<file path="src/rtl/data_cache_if.sv">
// CPU-side request/response bus plus block-wide backing-memory bus of the data cache.
// Pure wiring, no storage, so it adds no latency.
// Flow control: CPU side is gated by is_ready; memory side uses mem_req_valid/mem_req_ready and an unthrottled mem_resp_valid.
interface data_cache_if #(
  parameter int BLOCK_WORDS = 4
);
  localparam int LINE_W = 32 * BLOCK_WORDS;

  // CPU request
  logic              is_input_valid;
  logic [31:0]       addr;
  logic              cpu_we;
  logic [31:0]       din;

  // CPU response
  logic              is_ready;
  logic              is_output_valid;
  logic [31:0]       dout;
  logic              is_hit;

  // backing memory request
  logic              mem_req_valid;
  logic              mem_req_we;
  logic [31:0]       mem_req_addr;
  logic [LINE_W-1:0] mem_req_data;
  logic              mem_req_ready;

  // backing memory response
  logic              mem_resp_valid;
  logic [LINE_W-1:0] mem_resp_data;

  // environment side: the CPU and the backing memory
  modport master (
    output is_input_valid, addr, cpu_we, din,
    input  is_ready, is_output_valid, dout, is_hit,
    input  mem_req_valid, mem_req_we, mem_req_addr, mem_req_data,
    output mem_req_ready, mem_resp_valid, mem_resp_data
  );

  // cache side
  modport slave (
    input  is_input_valid, addr, cpu_we, din,
    output is_ready, is_output_valid, dout, is_hit,
    output mem_req_valid, mem_req_we, mem_req_addr, mem_req_data,
    input  mem_req_ready, mem_resp_valid, mem_resp_data
  );
endinterface

</file>
<file path="src/rtl/data_cache.sv">
// Direct-mapped, write-back, write-allocate data cache between the CPU MEM stage and a block-wide memory.
// Latency: hits complete 1 cycle after accept; misses complete 1 cycle after the fill response arrives.
// Backpressure: is_ready drops for the whole miss; memory requests are held stable until mem_req_ready.
module data_cache #(
  parameter int LINE_NUM    = 16,
  parameter int BLOCK_WORDS = 4
) (
  input  logic          clk,
  input  logic          reset,
  data_cache_if.slave   bus
);
  localparam int IDX    = $clog2(LINE_NUM);
  localparam int WOFF   = $clog2(BLOCK_WORDS);
  localparam int OFF    = WOFF + 2;
  localparam int TAG    = 32 - OFF - IDX;
  localparam int LINE_W = 32 * BLOCK_WORDS;

  typedef enum logic [1:0] {IDLE, WRITEBACK, ALLOCATE, WAIT_FILL} state_t;

  state_t state, state_nxt;

  logic [LINE_NUM-1:0] valid_q;
  logic [LINE_NUM-1:0] dirty_q;
  logic [TAG-1:0]      tag_q  [LINE_NUM];
  logic [LINE_W-1:0]   data_q [LINE_NUM];

  // the miss being serviced; only meaningful outside IDLE
  logic [31:0] req_addr_q;
  logic        req_we_q;
  logic [31:0] req_din_q;

  logic [WOFF-1:0] in_off, req_off;
  logic [IDX-1:0]  in_idx, req_idx;
  logic [TAG-1:0]  in_tag, req_tag;

  assign in_off  = bus.addr[OFF-1:2];
  assign in_idx  = bus.addr[OFF+IDX-1:OFF];
  assign in_tag  = bus.addr[31:OFF+IDX];
  assign req_off = req_addr_q[OFF-1:2];
  assign req_idx = req_addr_q[OFF+IDX-1:OFF];
  assign req_tag = req_addr_q[31:OFF+IDX];

  // byte-within-word bits carry no information for word accesses
  logic unused_byte_bits;
  assign unused_byte_bits = ^{bus.addr[1:0], req_addr_q[1:0]};

  logic accept, in_hit, hit_acc, miss_acc, fill;
  logic [31:0]       hit_word;
  logic [LINE_W-1:0] fill_line;

  // tag compare runs on the live inputs so a hit can answer next cycle
  assign accept   = bus.is_input_valid && (state == IDLE);
  assign in_hit   = valid_q[in_idx] && (tag_q[in_idx] == in_tag);
  assign hit_acc  = accept && in_hit;
  assign miss_acc = accept && !in_hit;
  assign fill     = (state == WAIT_FILL) && bus.mem_resp_valid;
  assign hit_word = data_q[in_idx][{in_off, 5'b0} +: 32];

  // returned line with the pending store word merged in
  always_comb begin
    fill_line = bus.mem_resp_data;
    if (req_we_q) fill_line[{req_off, 5'b0} +: 32] = req_din_q;
  end

  // state register and request latch
  always_ff @(posedge clk or negedge reset) begin
    if (!reset) begin
      state      <= IDLE;
      req_addr_q <= '0;
      req_we_q   <= 1'b0;
      req_din_q  <= '0;
    end else begin
      state <= state_nxt;
      if (accept) begin
        req_addr_q <= bus.addr;
        req_we_q   <= bus.cpu_we;
        req_din_q  <= bus.din;
      end
    end
  end

  // next-state: a dirty victim must be written back before its slot is refilled
  always_comb begin
    state_nxt = state;
    case (state)
      IDLE:      if (miss_acc)
                   state_nxt = (valid_q[in_idx] && dirty_q[in_idx]) ? WRITEBACK : ALLOCATE;
      WRITEBACK: if (bus.mem_req_ready) state_nxt = ALLOCATE;
      ALLOCATE:  if (bus.mem_req_ready) state_nxt = WAIT_FILL;
      WAIT_FILL: if (bus.mem_resp_valid) state_nxt = IDLE;
      default:   state_nxt = IDLE;
    endcase
  end

  // memory request outputs depend on state only, so they stay stable while stalled
  always_comb begin
    bus.is_ready      = (state == IDLE);
    bus.mem_req_valid = 1'b0;
    bus.mem_req_we    = 1'b0;
    bus.mem_req_addr  = '0;
    bus.mem_req_data  = '0;
    case (state)
      WRITEBACK: begin
        bus.mem_req_valid = 1'b1;
        bus.mem_req_we    = 1'b1;
        bus.mem_req_addr  = {tag_q[req_idx], req_idx, {OFF{1'b0}}};
        bus.mem_req_data  = data_q[req_idx];
      end
      ALLOCATE: begin
        bus.mem_req_valid = 1'b1;
        bus.mem_req_addr  = {req_tag, req_idx, {OFF{1'b0}}};
      end
      default: ;
    endcase
  end

  // line status bits: cleared on reset so every line starts invalid
  always_ff @(posedge clk or negedge reset) begin
    if (!reset) begin
      valid_q <= '0;
      dirty_q <= '0;
    end else if (fill) begin
      valid_q[req_idx] <= 1'b1;
      dirty_q[req_idx] <= req_we_q;
    end else if (hit_acc && bus.cpu_we) begin
      dirty_q[in_idx] <= 1'b1;
    end
  end

  // tag and data arrays: contents are meaningless until the valid bit is set
  always_ff @(posedge clk) begin
    if (fill) begin
      data_q[req_idx] <= fill_line;
      tag_q[req_idx]  <= req_tag;
    end else if (hit_acc && bus.cpu_we) begin
      data_q[in_idx][{in_off, 5'b0} +: 32] <= bus.din;
    end
  end

  // one completion pulse per request; stores return zero data
  always_ff @(posedge clk or negedge reset) begin
    if (!reset) begin
      bus.is_output_valid <= 1'b0;
      bus.dout            <= '0;
      bus.is_hit          <= 1'b0;
    end else begin
      bus.is_output_valid <= 1'b0;
      if (hit_acc) begin
        bus.is_output_valid <= 1'b1;
        bus.is_hit          <= 1'b1;
        bus.dout            <= bus.cpu_we ? 32'h0 : hit_word;
      end else if (fill) begin
        bus.is_output_valid <= 1'b1;
        bus.is_hit          <= 1'b0;
        bus.dout            <= req_we_q ? 32'h0 : fill_line[{req_off, 5'b0} +: 32];
      end
    end
  end
endmodule

</file>
<file path="src/flat_wrapper.sv">
// flat-port wrapper written by rule: the top's interface ports become plain ports
module data_cache_flat 
#(
  parameter int LINE_NUM    = 16,
  parameter int BLOCK_WORDS = 4
)
  (clk, reset, bus_is_input_valid, bus_addr, bus_cpu_we, bus_din, bus_is_ready, bus_is_output_valid, bus_dout, bus_is_hit, bus_mem_req_valid, bus_mem_req_we, bus_mem_req_addr, bus_mem_req_data, bus_mem_req_ready, bus_mem_resp_valid, bus_mem_resp_data);
  data_cache_if #(.BLOCK_WORDS(BLOCK_WORDS)) bus_i ();
  input  logic clk;
  input  logic reset;
  input wire logic [$bits(bus_i.is_input_valid)-1:0] bus_is_input_valid;
  input wire logic [$bits(bus_i.addr)-1:0] bus_addr;
  input wire logic [$bits(bus_i.cpu_we)-1:0] bus_cpu_we;
  input wire logic [$bits(bus_i.din)-1:0] bus_din;
  output wire logic [$bits(bus_i.is_ready)-1:0] bus_is_ready;
  output wire logic [$bits(bus_i.is_output_valid)-1:0] bus_is_output_valid;
  output wire logic [$bits(bus_i.dout)-1:0] bus_dout;
  output wire logic [$bits(bus_i.is_hit)-1:0] bus_is_hit;
  output wire logic [$bits(bus_i.mem_req_valid)-1:0] bus_mem_req_valid;
  output wire logic [$bits(bus_i.mem_req_we)-1:0] bus_mem_req_we;
  output wire logic [$bits(bus_i.mem_req_addr)-1:0] bus_mem_req_addr;
  output wire logic [$bits(bus_i.mem_req_data)-1:0] bus_mem_req_data;
  input wire logic [$bits(bus_i.mem_req_ready)-1:0] bus_mem_req_ready;
  input wire logic [$bits(bus_i.mem_resp_valid)-1:0] bus_mem_resp_valid;
  input wire logic [$bits(bus_i.mem_resp_data)-1:0] bus_mem_resp_data;
  assign bus_i.is_input_valid = bus_is_input_valid;
  assign bus_i.addr = bus_addr;
  assign bus_i.cpu_we = bus_cpu_we;
  assign bus_i.din = bus_din;
  assign bus_is_ready = bus_i.is_ready;
  assign bus_is_output_valid = bus_i.is_output_valid;
  assign bus_dout = bus_i.dout;
  assign bus_is_hit = bus_i.is_hit;
  assign bus_mem_req_valid = bus_i.mem_req_valid;
  assign bus_mem_req_we = bus_i.mem_req_we;
  assign bus_mem_req_addr = bus_i.mem_req_addr;
  assign bus_mem_req_data = bus_i.mem_req_data;
  assign bus_i.mem_req_ready = bus_mem_req_ready;
  assign bus_i.mem_resp_valid = bus_mem_resp_valid;
  assign bus_i.mem_resp_data = bus_mem_resp_data;
  data_cache #(.LINE_NUM(LINE_NUM), .BLOCK_WORDS(BLOCK_WORDS)) u_core (.clk(clk), .reset(reset), .bus(bus_i));
endmodule
</file>
<file path="config.mk">
export PLATFORM = sky130hd
export DESIGN_NAME = data_cache_flat
export DESIGN_NICKNAME = d
export VERILOG_FILES = /design/src/rtl/data_cache_if.sv /design/src/rtl/data_cache.sv /design/src/flat_wrapper.sv
export SDC_FILE = /design/constraint.sdc
export NUM_CORES = 2
export LEC_CHECK = 0
export CAP_MARGIN = 10
export CELL_PAD_IN_SITES_DETAIL_PLACEMENT = 0
export CELL_PAD_IN_SITES_GLOBAL_PLACEMENT = 1
export CORE_AREA = 2 2 524 526
export DETAILED_ROUTE_END_ITERATION = 16
export DIE_AREA = 0 0 526 528
export GPL_TIMING_DRIVEN = 1
export PLACE_DENSITY_LB_ADDON = 0.12
export SLEW_MARGIN = 20
export SYNTH_ARGS = -nofsm -noshare
export SYNTH_HDL_FRONTEND = slang
export SYNTH_SLANG_ARGS = --single-unit
</file>
<file path="constraint.sdc">
create_clock -name clk -period 11.65 [get_ports clk]
set_input_delay 1.7475 -clock clk [delete_from_list [all_inputs] [get_ports clk]]
set_output_delay 1.7475 -clock clk [all_outputs]
set_load 0.02 [all_outputs]
</file>
==> metrics.md <==
| Metric | Value |
|---|---|
| Final setup fails | `0` |
| Placed inst area | `between 100000 and 150000 um^2` |
| Yosys cell types | `68` |
| Status | `complete, no violations` |
| MaxCap Viol Count | `0` |
| Placer Congestion | `0.884` |
| Layout overhead on the synthesized area | `15.4%` |
| # DRC | `0` |
| CORE AREA | `272000 um^2` |
| DR WL/cell | `about 40 um` |
| YS warnings | `0` |
| Met2 WL | `roughly 200000 um` |
| Initial antenna violation count | `43` |
| Synth Area in XOR/XNOR | `less than 1%` |
| Chip width | `between 500 and 600 um` |
| Post-DP HPWL | `about 240000 um` |
| Final hold viol count | `0` |
| Final core occ | `approximately half` |
| Least-Margin Pin Slew | `approximately 1400 ps` |
| Post-CTS Resized | `0` |
| Clk_lat worst skew | `870 ps` |
| TritonCTS clock tree | `built` |
| Simple-gate area share of the yosys netlist | `2.41%` |
| Share of cells above drive strength 1 | `37.3%` |
| FF+latch area | `76300 um^2` |
| Initial DRC count | `8473` |
| Clk root buf | `clkbuf_16` |
| Vias in the first global route | `70000` |
| Ys flop type | `edfxtp_1` |
| Worst VDD drop | `between 0.2 and 0.3 mV` |
| Post-synthesis cell area | `between 100000 and 150000 um^2` |
| Starting Density | `44.8%` |
| IO Pins | `395` |
| Max layer used | `met5` |
| Post-layout minimum cycle time | `around 7600 ps` |
| Via count | `about 69000` |
| Post-CTS Setup Inserts | `0` |
| Post-Layout Inst Area | `141000 um^2` |
| WHS | `roughly 460 ps` |
| WL met3 | `38300 um` |
| Sequential fraction of design power | `39.4%` |
| FP Rows | `192` |
| Hold_buf cts | `0` |
| Die boundary height | `528 um` |
| Hold Path Class | `flop to flop` |
| Adder-Cell Fraction of Synth Area | `0.144%` |
| Worst-path clk slew | `60 ps` |
| CP Max Fanout | `80` |
| Area of the multi-input gates | `44500 um^2` |
| Int Power | `~0.02 W` |
| Critical path endpoint category | `flop` |
| Fmax | `132 MHz` |
| Switch Pwr | `between 0.009 and 0.01 W` |
| Final Skew | `37.4 ps` |
| #FFs+latches synth | `2563` |
| Worst path required time | `around 12000 ps` |
| Clock buffer depth | `4` |
| IO Port Bufs | `388` |
| Slew HR | `6.20%` |
| Global route overflow | `0` |
| Power consumption | `0.0300 W` |
| Vias per cell | `6.76` |
| Leakage | `44.4 nW` |
| Synth Instances | `between 5000 and 6000` |
| GRT Total Usage | `between 20% and 30%` |
| Htree depth | `5` |
| EDFF count, synth | `between 2000 and 2500` |
| Fin crit share | `65.0%` |
| Power Density | `213 nW/um^2` |
| Pin count of the biggest net entering global routing | `142` |
| Global-route wire length before repair | `561000 um` |
| Routed WL | `410000 um` |
| Final Net Count | `roughly 6600` |
| Critical path type | `input port to flop` |
| RSZ-0062 raised after global routing | `no` |
| Largest family of logic cells by synthesized area | `multiplexers` |
| Max-slew violations | `0` |
| First drt pass iteration count | `6` |
| Setup total negative slack | `0 ps` |
| Mux cell area share after synthesis | `30.5%` |
| Filler instances | `approximately 22000` |
| Met1 WL | `between 150000 and 200000 um` |
| Die area | `about 280000 um^2` |
| CTS sink cnt | `2563` |
| Post-synth ARST share | `5.11%` |
| Clock share of power | `30.2%` |
| CP arrival | `~8100 ps` |
| Sequential area share after synthesis | `62.6%` |
| Net Sw Frac | `31.5%` |
| Startpoint types | `input port` |
| Synth Area in Compound Gates | `2.34%` |
| Final ANT Viol Nets | `0` |
| Total CTS buffers | `290` |
| Syn avg cell area | `20.6 um^2` |
| Comb pwr share | `between 30% and 40%` |
synthesized netlist by cell type (22+ instances only):
cell | count | area (um^2)
buf_2 | 40 | 200
nor2_1 | 159 | 597
o21ai_0 | 22 | 110
mux2i_1 | 204 | 2040
nand3_1 | 22 | 110
nor3_1 | 25 | 125
dfrtp_1 | 131 | 3280
buf_1 | 97 | 364
mux4_2 | 1533 | 34500
and2_1 | 135 | 845
nand2_1 | 105 | 394
clkbuf_1 | 318 | 1190
edfxtp_1 | 2432 | 73000
a22oi_1 | 170 | 1280
nor2b_1 | 31 | 194
nand2b_1 | 40 | 250
mux2_2 | 59 | 664
a21oi_1 | 175 | 876
worst max-delay path, cell delays in order:
cell,delay [ps]
buf_8,530
buf_4,900
mux4_2,610
a22o_1,240
nor2_1,470
a311oi_1,120
and4_1,240
nand4_1,390
nand4b_1,310
buf_12,390
mux2i_1,180
buf_4,250
nor2_4,790
buf_4,530
registers in the layout, summed over array words and instances (netlist names):
register                    count
u_core.bus.is_hit               1
u_core.data_q                2048
u_core.req_addr_q              30
u_core.dirty_q                 16
u_core.state                    2
u_core.req_we_q                 1
u_core.bus.dout                32
u_core.valid_q                 16
u_core.bus.is_output_valid      1
u_core.req_din_q               32
u_core.tag_q                  384
final timing paths:
| kind | start | to | slack (ps) | depth (start not counted) |
|---|---|---|---|---|
| max in group asynchronous | reset | u_core.bus.dout[12]$_DFFE_PN0P_ | 8890 | 3 |
| min in group asynchronous | reset | u_core.bus.is_output_valid$_DFF_PN0_ | 870 | 1 |
| max | bus_addr[4] | u_core.data_q[9][89]$_DFFE_PP_ | 4080 | 14 |
| min | u_core.valid_q[13]$_DFFE_PN0P_ | u_core.valid_q[13]$_DFFE_PN0P_ | 460 | 1 |
| min reg2reg | u_core.valid_q[13]$_DFFE_PN0P_ | u_core.valid_q[13]$_DFFE_PN0P_ | 460 | 1 |
| max reg2reg | u_core.tag_q[3][18]$_DFFE_PP_ | u_core.data_q[9][89]$_DFFE_PP_ | 6200 | 11 |
layer usage:
metal / track usage [%] / vias to the layer above
met2: 46.5 / 3802
li1: - / 26800
met5: 0 / -
met3: 6.08 / 634
met1: 40.1 / 38000
met4: 10.8 / 6
area by class of cell:
class,instances,area share (%)
antenna,41,0.0729
sequential,2563,54.2
tap,3589,3.19
multi-input combinational,2855,31.6
clock buffer,373,5.58
clock inverter,141,0.970
inverter,18,0.0533
timing repair buffer,657,4.34
metrics by stage:
step / setup slack (ps) / std cells
global route: 3840 / 10200
detailed placement: 3170 / 9681
floorplan: 5430 / 5928
finish: 4080 / 10200
CTS: 4060 / 10200
global placement: 3220 / 9681
cells in the final DEF (no fill, tap or decap), types with 6 or more instances in the layout:
cell	count
buf_12	14
clkinv_1	50
bufinv_16	24
nand2b_1	40
a22oi_1	170
nand2_2	6
a22o_1	19
a21oi_2	11
xor2_1	9
mux2i_4	10
nor2_1	82
inv_1	12
dfrtp_1	127
o22ai_1	6
nand2_1	98
inv_6	8
edfxtp_1	2432
buf_4	253
o21ai_0	22
mux2_2	59
mux4_2	1533
mux2i_1	156
mux2i_2	38
xnor2_1	18
clkbuf_8	8
clkbuf_16	300
nand3_1	21
or2_2	20
and2_1	135
nor4_1	9
ha_1	13
nor2b_1	31
a21oi_1	171
diode_2	41
nor2_4	77
nor3_1	21
nand4_1	8
clkdlybuf4s50_1	381
clkbuf_1	66
clkinv_2	49
power by group through the flow:
stage                     Clock, W  Combinational, W  Sequential, W
after floorplan                  0           0.00577         0.0116
after global placement           0           0.00911         0.0119
after detailed placement         0           0.00917         0.0120
after CTS                  0.00919           0.00918         0.0118
after global routing       0.00954           0.00955         0.0119
final                      0.00905           0.00912         0.0118
logic make-up after synthesis:
logic type | after synthesis
XOR/XNOR | 27
multiplexers | 1796
flip-flops | 2563
AO/OA/AOI/OAI | 437
other | 1
adder cells (fa/ha/maj) | 14
AND/OR/NAND/NOR | 577
buffers and inverters | 510
Note: power is estimated with default switching activity, not from simulation.
